File: config.mk
export PLATFORM = sky130hd
export DESIGN_NAME = firc_feeder
export DESIGN_NICKNAME = d
export VERILOG_FILES = /design/src/rtl/fir_structs.sv /design/src/rtl/feeder_queue.sv /design/src/rtl/firc_feeder.sv
export SDC_FILE = /design/constraint.sdc
export NUM_CORES = 2
export LEC_CHECK = 0
export BUFFER_PORTS_ARGS = -buffer_cell sky130_fd_sc_hd__buf_2
export CORE_ASPECT_RATIO = 0.5
export CORE_MARGIN = 2
export CORE_UTILIZATION = 45
export CTS_CLUSTER_SIZE = 40
export DETAILED_ROUTE_END_ITERATION = 16
export PLACE_DENSITY_LB_ADDON = 0.3
export SLEW_MARGIN = 30
export SYNTH_ARGS = -nofsm -noshare
export SYNTH_HDL_FRONTEND = slang
export SYNTH_SLANG_ARGS = --single-unit
File: constraint.sdc
create_clock -name clk -period 37.7 [get_ports clk]
set_input_delay 3.77 -clock clk [delete_from_list [all_inputs] [get_ports clk]]
set_output_delay 3.77 -clock clk [all_outputs]
set_load 0.02 [all_outputs]
File: src/rtl/fir_structs.sv
// Shared types for the firc filter and its feeder: sample/coefficient pairs and feeder states.
// Latency: n/a (types and constants only).
// Backpressure: n/a.
package fir_structs;

    localparam int NCOEF = 15;

    typedef struct packed {
        logic signed [23:0] I;
        logic signed [23:0] Q;
    } Samp;

    typedef struct packed {
        logic signed [26:0] I;
        logic signed [26:0] Q;
    } Coef;

    typedef enum logic [1:0] {
        FEED_IDLE,
        FEED_LOAD,
        FEED_STREAM
    } feed_state_t;

endpackage

File: src/rtl/feeder_queue.sv
// Registered circular sample queue; head is zero while empty.
// Latency: an element written at edge N is visible on o_head from cycle N+1 (no bypass).
// Backpressure: caller must not push when o_full nor pop when o_empty.
module feeder_queue
    import fir_structs::*;
#(
    parameter int QDEPTH = 8
)(
    input  logic clk,
    input  logic Reset,
    input  logic i_push_vld,
    input  Samp  i_push_dat,
    input  logic i_pop,
    output logic o_full,
    output logic o_empty,
    output Samp  o_head
);

    localparam int AW = $clog2(QDEPTH);
    localparam logic [AW:0] FULL_CNT = (AW + 1)'(QDEPTH);

    Samp            r_mem [QDEPTH];
    logic [AW-1:0]  r_wr_ptr;
    logic [AW-1:0]  r_rd_ptr;
    logic [AW:0]    r_count;

    assign o_full  = (r_count == FULL_CNT);
    assign o_empty = (r_count == '0);
    assign o_head  = o_empty ? '0 : r_mem[r_rd_ptr];

    // Storage write; contents need no reset because the head is masked while empty.
    always_ff @(posedge clk) begin
        if (i_push_vld) begin
            r_mem[r_wr_ptr] <= i_push_dat;
        end
    end

    // Pointer and occupancy bookkeeping.
    always_ff @(posedge clk or posedge Reset) begin
        if (Reset) begin
            r_wr_ptr <= '0;
            r_rd_ptr <= '0;
            r_count  <= '0;
        end else begin
            if (i_push_vld) begin
                r_wr_ptr <= r_wr_ptr + 1'b1;
            end
            if (i_pop) begin
                r_rd_ptr <= r_rd_ptr + 1'b1;
            end
            case ({i_push_vld, i_pop})
                2'b10:   r_count <= r_count + 1'b1;
                2'b01:   r_count <= r_count - 1'b1;
                default: r_count <= r_count;
            endcase
        end
    end

endmodule

File: src/rtl/firc_feeder.sv
// Feeds firc: shadow coefficient table loaded as a 15-cycle burst, then streams queued samples.
// Latency: LoadCoef at edge N -> pushes N+1..N+15, STREAM from N+16; sample enqueued at N pushable at N+1.
// Backpressure: StopIn combinationally gates PushIn (never coefficient pushes); SrcReady = queue not full.
module firc_feeder
    import fir_structs::Samp;
    import fir_structs::Coef;
    import fir_structs::feed_state_t;
    import fir_structs::FEED_IDLE;
    import fir_structs::FEED_LOAD;
    import fir_structs::FEED_STREAM;
#(
    parameter int QDEPTH = 8,
    parameter int NCOEF  = 15
)(
    input  logic                clk,
    input  logic                Reset,
    input  logic                HostCoefWe,
    input  logic [3:0]          HostCoefIdx,
    input  logic signed [26:0]  HostCoefI,
    input  logic signed [26:0]  HostCoefQ,
    input  logic                LoadCoef,
    input  logic                SrcValid,
    output logic                SrcReady,
    input  logic signed [23:0]  SrcI,
    input  logic signed [23:0]  SrcQ,
    input  logic                StopIn,
    output logic                PushCoef,
    output logic [4:0]          CoefAddr,
    output logic signed [26:0]  CoefI,
    output logic signed [26:0]  CoefQ,
    output logic                PushIn,
    output logic signed [23:0]  SampI,
    output logic signed [23:0]  SampQ,
    output logic                Busy,
    output logic                Loaded,
    output logic [31:0]         SampCount,
    output logic [15:0]         StallCount
);

    localparam logic [3:0] LAST_IDX = 4'(NCOEF - 1);

    feed_state_t r_state;
    feed_state_t w_state_nxt;
    logic [3:0]  r_load_idx;
    logic        r_loaded;
    Coef         r_shadow [NCOEF];
    logic [31:0] r_samp_cnt;
    logic [15:0] r_stall_cnt;

    logic        w_in_load;
    logic        w_push_in;
    logic        w_stall;
    logic        w_enq;
    logic        w_full;
    logic        w_empty;
    Samp         w_src;
    Samp         w_head;
    Coef         w_coef;

    // SrcReady is forced low while Reset is held so every output reads 0 in reset.
    assign SrcReady = !Reset && !w_full;
    assign w_enq    = SrcValid && SrcReady;
    assign w_src    = '{I: SrcI, Q: SrcQ};

    feeder_queue #(
        .QDEPTH (QDEPTH)
    ) u_queue (
        .clk        (clk),
        .Reset      (Reset),
        .i_push_vld (w_enq),
        .i_push_dat (w_src),
        .i_pop      (w_push_in),
        .o_full     (w_full),
        .o_empty    (w_empty),
        .o_head     (w_head)
    );

    // Next-state and per-cycle strobes; LoadCoef during LOAD is deliberately ignored.
    always_comb begin
        w_state_nxt = r_state;
        w_in_load   = (r_state == FEED_LOAD);
        w_push_in   = (r_state == FEED_STREAM) && !w_empty && !StopIn;
        w_stall     = (r_state == FEED_STREAM) && !w_empty && StopIn;
        case (r_state)
            FEED_IDLE:   if (LoadCoef) w_state_nxt = FEED_LOAD;
            FEED_LOAD:   if (r_load_idx == LAST_IDX) w_state_nxt = FEED_STREAM;
            FEED_STREAM: if (LoadCoef) w_state_nxt = FEED_LOAD;
            default:     w_state_nxt = FEED_IDLE;
        endcase
    end

    // State register, burst index and the sticky loaded flag (set only by a finished burst).
    always_ff @(posedge clk or posedge Reset) begin
        if (Reset) begin
            r_state    <= FEED_IDLE;
            r_load_idx <= '0;
            r_loaded   <= 1'b0;
        end else begin
            r_state <= w_state_nxt;
            if (r_state == FEED_LOAD && w_state_nxt == FEED_LOAD) begin
                r_load_idx <= r_load_idx + 1'b1;
            end else begin
                r_load_idx <= '0;
            end
            if (r_state == FEED_LOAD && r_load_idx == LAST_IDX) begin
                r_loaded <= 1'b1;
            end
        end
    end

    // Shadow table: host writes land in any state; index 15 is dropped.
    always_ff @(posedge clk or posedge Reset) begin
        if (Reset) begin
            for (int i = 0; i < NCOEF; i++) begin
                r_shadow[i] <= '0;
            end
        end else if (HostCoefWe && HostCoefIdx <= LAST_IDX) begin
            r_shadow[HostCoefIdx] <= '{I: HostCoefI, Q: HostCoefQ};
        end
    end

    // Pushed-sample counter (wrapping) and stall counter (saturating).
    always_ff @(posedge clk or posedge Reset) begin
        if (Reset) begin
            r_samp_cnt  <= '0;
            r_stall_cnt <= '0;
        end else begin
            if (w_push_in) begin
                r_samp_cnt <= r_samp_cnt + 1'b1;
            end
            if (w_stall && r_stall_cnt != 16'hFFFF) begin
                r_stall_cnt <= r_stall_cnt + 1'b1;
            end
        end
    end

    // The entry goes out with whatever the shadow holds during its own send cycle.
    assign w_coef     = r_shadow[r_load_idx];
    assign PushCoef   = w_in_load;
    assign CoefAddr   = w_in_load ? ({1'b0, r_load_idx} + 5'd1) : 5'd0;
    assign CoefI      = w_in_load ? w_coef.I : '0;
    assign CoefQ      = w_in_load ? w_coef.Q : '0;
    assign PushIn     = w_push_in;
    assign SampI      = w_head.I;
    assign SampQ      = w_head.Q;
    assign Busy       = w_in_load;
    assign Loaded     = r_loaded;
    assign SampCount  = r_samp_cnt;
    assign StallCount = r_stall_cnt;

endmodule

==> impl_metrics.env <==
export IMPL_outcome="complete, no violations"
export IMPL_cp_end_kind="primary output"
export IMPL_multiInputGateArea_sq_um=19800
export IMPL_power_switching_fraction_pct=31.8
export IMPL_worst_slew_pin_slew_ns=0.984
export IMPL_groute_usage_overall_pct=21.2
export IMPL_grt_pass1_wl_um=201000
export IMPL_routedWlPerCell_um=24.8
export IMPL_powerDensity_nw_per_um2=69.8
export IMPL_min_period_over_period_pct=24.1
export IMPL_worst_hold_path_endpoint="Loaded"
export IMPL_wl_um=130000
export IMPL_dieArea_sq_um=124000
export IMPL_clock_buffers_created_by_tritoncts=114
export IMPL_synth_top_flop_cell="sky130_fd_sc_hd__dfrtp_1"
export IMPL_timing_reg2reg_worst_path_depth=11
export IMPL_grt_max_degree=150
export IMPL_drt_pass1_iterations=5
export IMPL_seq_area_sq_um=33400
export IMPL_final_setup_skew_ns=0.0200
export IMPL_worstHoldPathCells=1
export IMPL_critPathKind="reg2out"
export IMPL_switchingPower_mw=1.36
export IMPL_routed_via_density=5.72
export IMPL_row_count=90
export IMPL_io_pins=272
export IMPL_synth_seq_area_share_pct=61.6
export IMPL_final_setup_viol_count=0
export IMPL_worst_path_most_repeated_cell="sky130_fd_sc_hd__buf_4"
export IMPL_gr_overflow_total=0
export IMPL_share_clk_of_total_power_pct=28.4
export IMPL_hold_path_class="reg2reg"
export IMPL_place_congestion=0.767
export IMPL_cts_tree="yes"
export IMPL_cpLargestDelayFamily="buffers and inverters"
export IMPL_grt_pass1_vias=31851
export IMPL_dr_total_vias=29987
export IMPL_rsz0062_at_grt="false"
export IMPL_floorplan_initialDensity_pct=45.2
export IMPL_ff2ff_setup_slack_ns=34.51
export IMPL_r2r_end="u_queue.r_count[2]"
export IMPL_pwr_share_comb_pct=29.5
export IMPL_hold_slack_ns=0.480
export IMPL_synthesis_yosys_warnings=0
export IMPL_asyncSetResetFlopFracSynth_pct=69.5
export IMPL_vdd_ir_drop_worst_mv=0.0490
export IMPL_arrival_ns=5.33
export IMPL_detail_route_iter0_violations=2364
export IMPL_cellLeakagePower_nw=24.6
export IMPL_cap_violations=0
export IMPL_core_region_area_sq_um=120000
export IMPL_cts_clk_slew_worst_paths_ns=0.07
export IMPL_route_detailed_drc=0
export IMPL_cp_start_kind="flip-flop"
export IMPL_die_w_um=495
export IMPL_cts_max_path_buffers=3
export IMPL_cp_buffers_inverters=4
export IMPL_post_synth_inst_count=3353
export IMPL_slowest_delay_ns=0.85
export IMPL_ctsRootBufferMaster="sky130_fd_sc_hd__clkbuf_16"
export IMPL_final_min_clock_period_ns=9.10
export IMPL_portBuffers=271
export IMPL_detailedPlacementHpwl_um=68800
export IMPL_synth_seq_cells=1259
export IMPL_htreeDepth=3
export IMPL_numnets_final=3654
export IMPL_worst_r2r_startpoint="u_queue.r_count[1]"
export IMPL_min_delay_start="Loaded"
export IMPL_synth_avg_cell_area_sq_um=16.2
export IMPL_synth_nets=3474
export IMPL_synth_edff_count=384
export IMPL_max_slew_margin_rel_pct=34.3
export IMPL_postCtsSetupBuffers=0
export IMPL_clk_insertion_delay_late_ns=0.73
export IMPL_nFillCells=9847
export IMPL_timing_setup_tns_ns=0
export IMPL_cts_hold_repair_buffers=0
export IMPL_number_of_antenna_violations_at_the_first_check_in_global_routing=16
export IMPL_timing_critical_path_cells="buf_4 -> buf_12 -> buf_4 -> and2_1 -> a211oi_1 -> a311oi_1 -> a21oi_1 -> o21ai_1 -> buf_2"
export IMPL_resized_gates_after_cts=0
export IMPL_maxClockFrequency_mhz=110
export IMPL_cp_data_required_time_ns=33.93
export IMPL_part_of_the_power_in_registers_pct=42.1
export IMPL_clkSinkCount=1259
export IMPL_count_of_final_max_slew_check_failures=0
export IMPL_antenna_left=0
export IMPL_synthesis_area_sq_um=54300
export IMPL_netlist_cell_type_count=48
export IMPL_fp_dieH_um=250
export IMPL_critical_path_max_fanout=121
export IMPL_critPathSlowestCell="sky130_fd_sc_hd__dfrtp_4"
export IMPL_syn_to_final_growth_pct=12.6
export IMPL_drive_above_1_share_pct=43.8
export IMPL_timing_final_hold_violations=0
export IMPL_internal_power_mw=2.91
-- worst max path at each step --
stage,startpoint,endpoint,slack [ns],cells past startpoint
floorplan,Reset,Loaded,9.34,1
global placement,r_load_idx[0],CoefQ[16],29.19,9
detailed placement,StopIn,PushIn,29.20,4
CTS,r_load_idx[0],CoefQ[15],28.42,9
global route,r_load_idx[0],CoefQ[15],28.13,9
finish,r_load_idx[0],CoefQ[15],28.60,9
-- through the flow --
step	power, mW	instances	setup slack, ns	cell area, sq um	utilization [%]
global route	4.48	5246	28.13	61200	50.9
CTS	4.32	5241	28.42	61100	50.9
floorplan	2.70	3353	9.34	54300	-
global placement	3.06	5025	29.19	57200	47.6
detailed placement	3.10	5026	29.20	57200	47.6
finish	4.27	5247	28.60	61200	50.9
-- state kept, by name, indices dropped and copies added, names as in the netlist --
signal,count
u_queue.r_count,4
r_load_idx,4
SampCount,32
u_queue.r_rd_ptr,3
u_queue.r_mem,384
u_queue.r_wr_ptr,3
r_shadow,810
Loaded,1
StallCount,16
r_state,2
-- layer usage --
layer / vias up / share of wire, % / GRT usage [%]
met5: - / 0.054 / 0
met4: 12 / 2.3 / 5.42
met3: 207 / 4.6 / 4.07
met2: 625 / 50 / 35.5
met1: 16156 / 43 / 28.6
li1: 12987 / - / -
-- power groups by stage --
stage | Sequential, mW | Combinational, mW | Clock [mW]
after detailed placement | 1.82 | 1.28 | 0
after global placement | 1.81 | 1.26 | 0
after floorplan | 1.76 | 0.945 | 0
after CTS | 1.80 | 1.28 | 1.24
after global routing | 1.83 | 1.35 | 1.30
final | 1.80 | 1.26 | 1.21
-- cells in the mapped netlist (10+ instances only) --
master | n | area share, %
sky130_fd_sc_hd__nand2_1 | 96 | 0.66
sky130_fd_sc_hd__mux2i_1 | 183 | 3.4
sky130_fd_sc_hd__xor2_1 | 28 | 0.45
sky130_fd_sc_hd__and2_1 | 27 | 0.31
sky130_fd_sc_hd__o21ai_0 | 60 | 0.55
sky130_fd_sc_hd__clkbuf_1 | 122 | 0.84
sky130_fd_sc_hd__xnor2_1 | 28 | 0.45
sky130_fd_sc_hd__nand2b_1 | 15 | 0.17
sky130_fd_sc_hd__a22oi_1 | 28 | 0.39
sky130_fd_sc_hd__a211oi_1 | 27 | 0.37
sky130_fd_sc_hd__nor2_1 | 87 | 0.60
sky130_fd_sc_hd__nand4_1 | 10 | 0.12
sky130_fd_sc_hd__edfxtp_1 | 384 | 21
sky130_fd_sc_hd__and4_1 | 11 | 0.18
sky130_fd_sc_hd__o21ai_1 | 21 | 0.19
sky130_fd_sc_hd__nand3_1 | 16 | 0.15
sky130_fd_sc_hd__o22ai_1 | 27 | 0.31
sky130_fd_sc_hd__dfrtp_1 | 875 | 40
sky130_fd_sc_hd__a21oi_1 | 33 | 0.30
sky130_fd_sc_hd__buf_1 | 12 | 0.083
sky130_fd_sc_hd__mux2_2 | 806 | 17
sky130_fd_sc_hd__a311oi_1 | 27 | 0.44
sky130_fd_sc_hd__mux4_2 | 230 | 9.5
sky130_fd_sc_hd__buf_2 | 129 | 1.2
-- placed cells by master, fill, tap and decap left out, types with 33 or more instances in the layout --
master	Yosys	routed
sky130_fd_sc_hd__edfxtp_1	384	384
sky130_fd_sc_hd__o21ai_0	60	60
sky130_fd_sc_hd__dfrtp_1	875	869
sky130_fd_sc_hd__a21oi_1	33	33
sky130_fd_sc_hd__clkbuf_16	0	119
sky130_fd_sc_hd__mux4_2	230	230
sky130_fd_sc_hd__mux2i_1	183	183
sky130_fd_sc_hd__nor2_1	87	73
sky130_fd_sc_hd__mux2_2	806	806
sky130_fd_sc_hd__nand2_1	96	93
sky130_fd_sc_hd__buf_2	129	271
sky130_fd_sc_hd__buf_4	4	51
-- final cells by class --
type	count	area share, %
Inverter	9	0.0675
Timing Repair Buffer	332	3.12
Clock inverter	55	0.986
Sequential cell	1259	54.7
Multi-Input combinational cell	1817	32.4
Clock buffer	160	5.40
Tap cell	1610	3.29
Antenna cell	5	0.0205
-- logic make-up after synthesis --
kind of cell	after synthesis	share of synthesized area (%)
AND/OR/NAND/NOR	297	2.66
AO/OA/AOI/OAI	229	2.64
XOR/XNOR	56	0.903
multiplexers	1226	29.8
flip-flops	1259	61.6
buffers and inverters	277	2.24
adder cells (fa/ha/maj)	9	0.207
(Power assumes the default switching activity.)
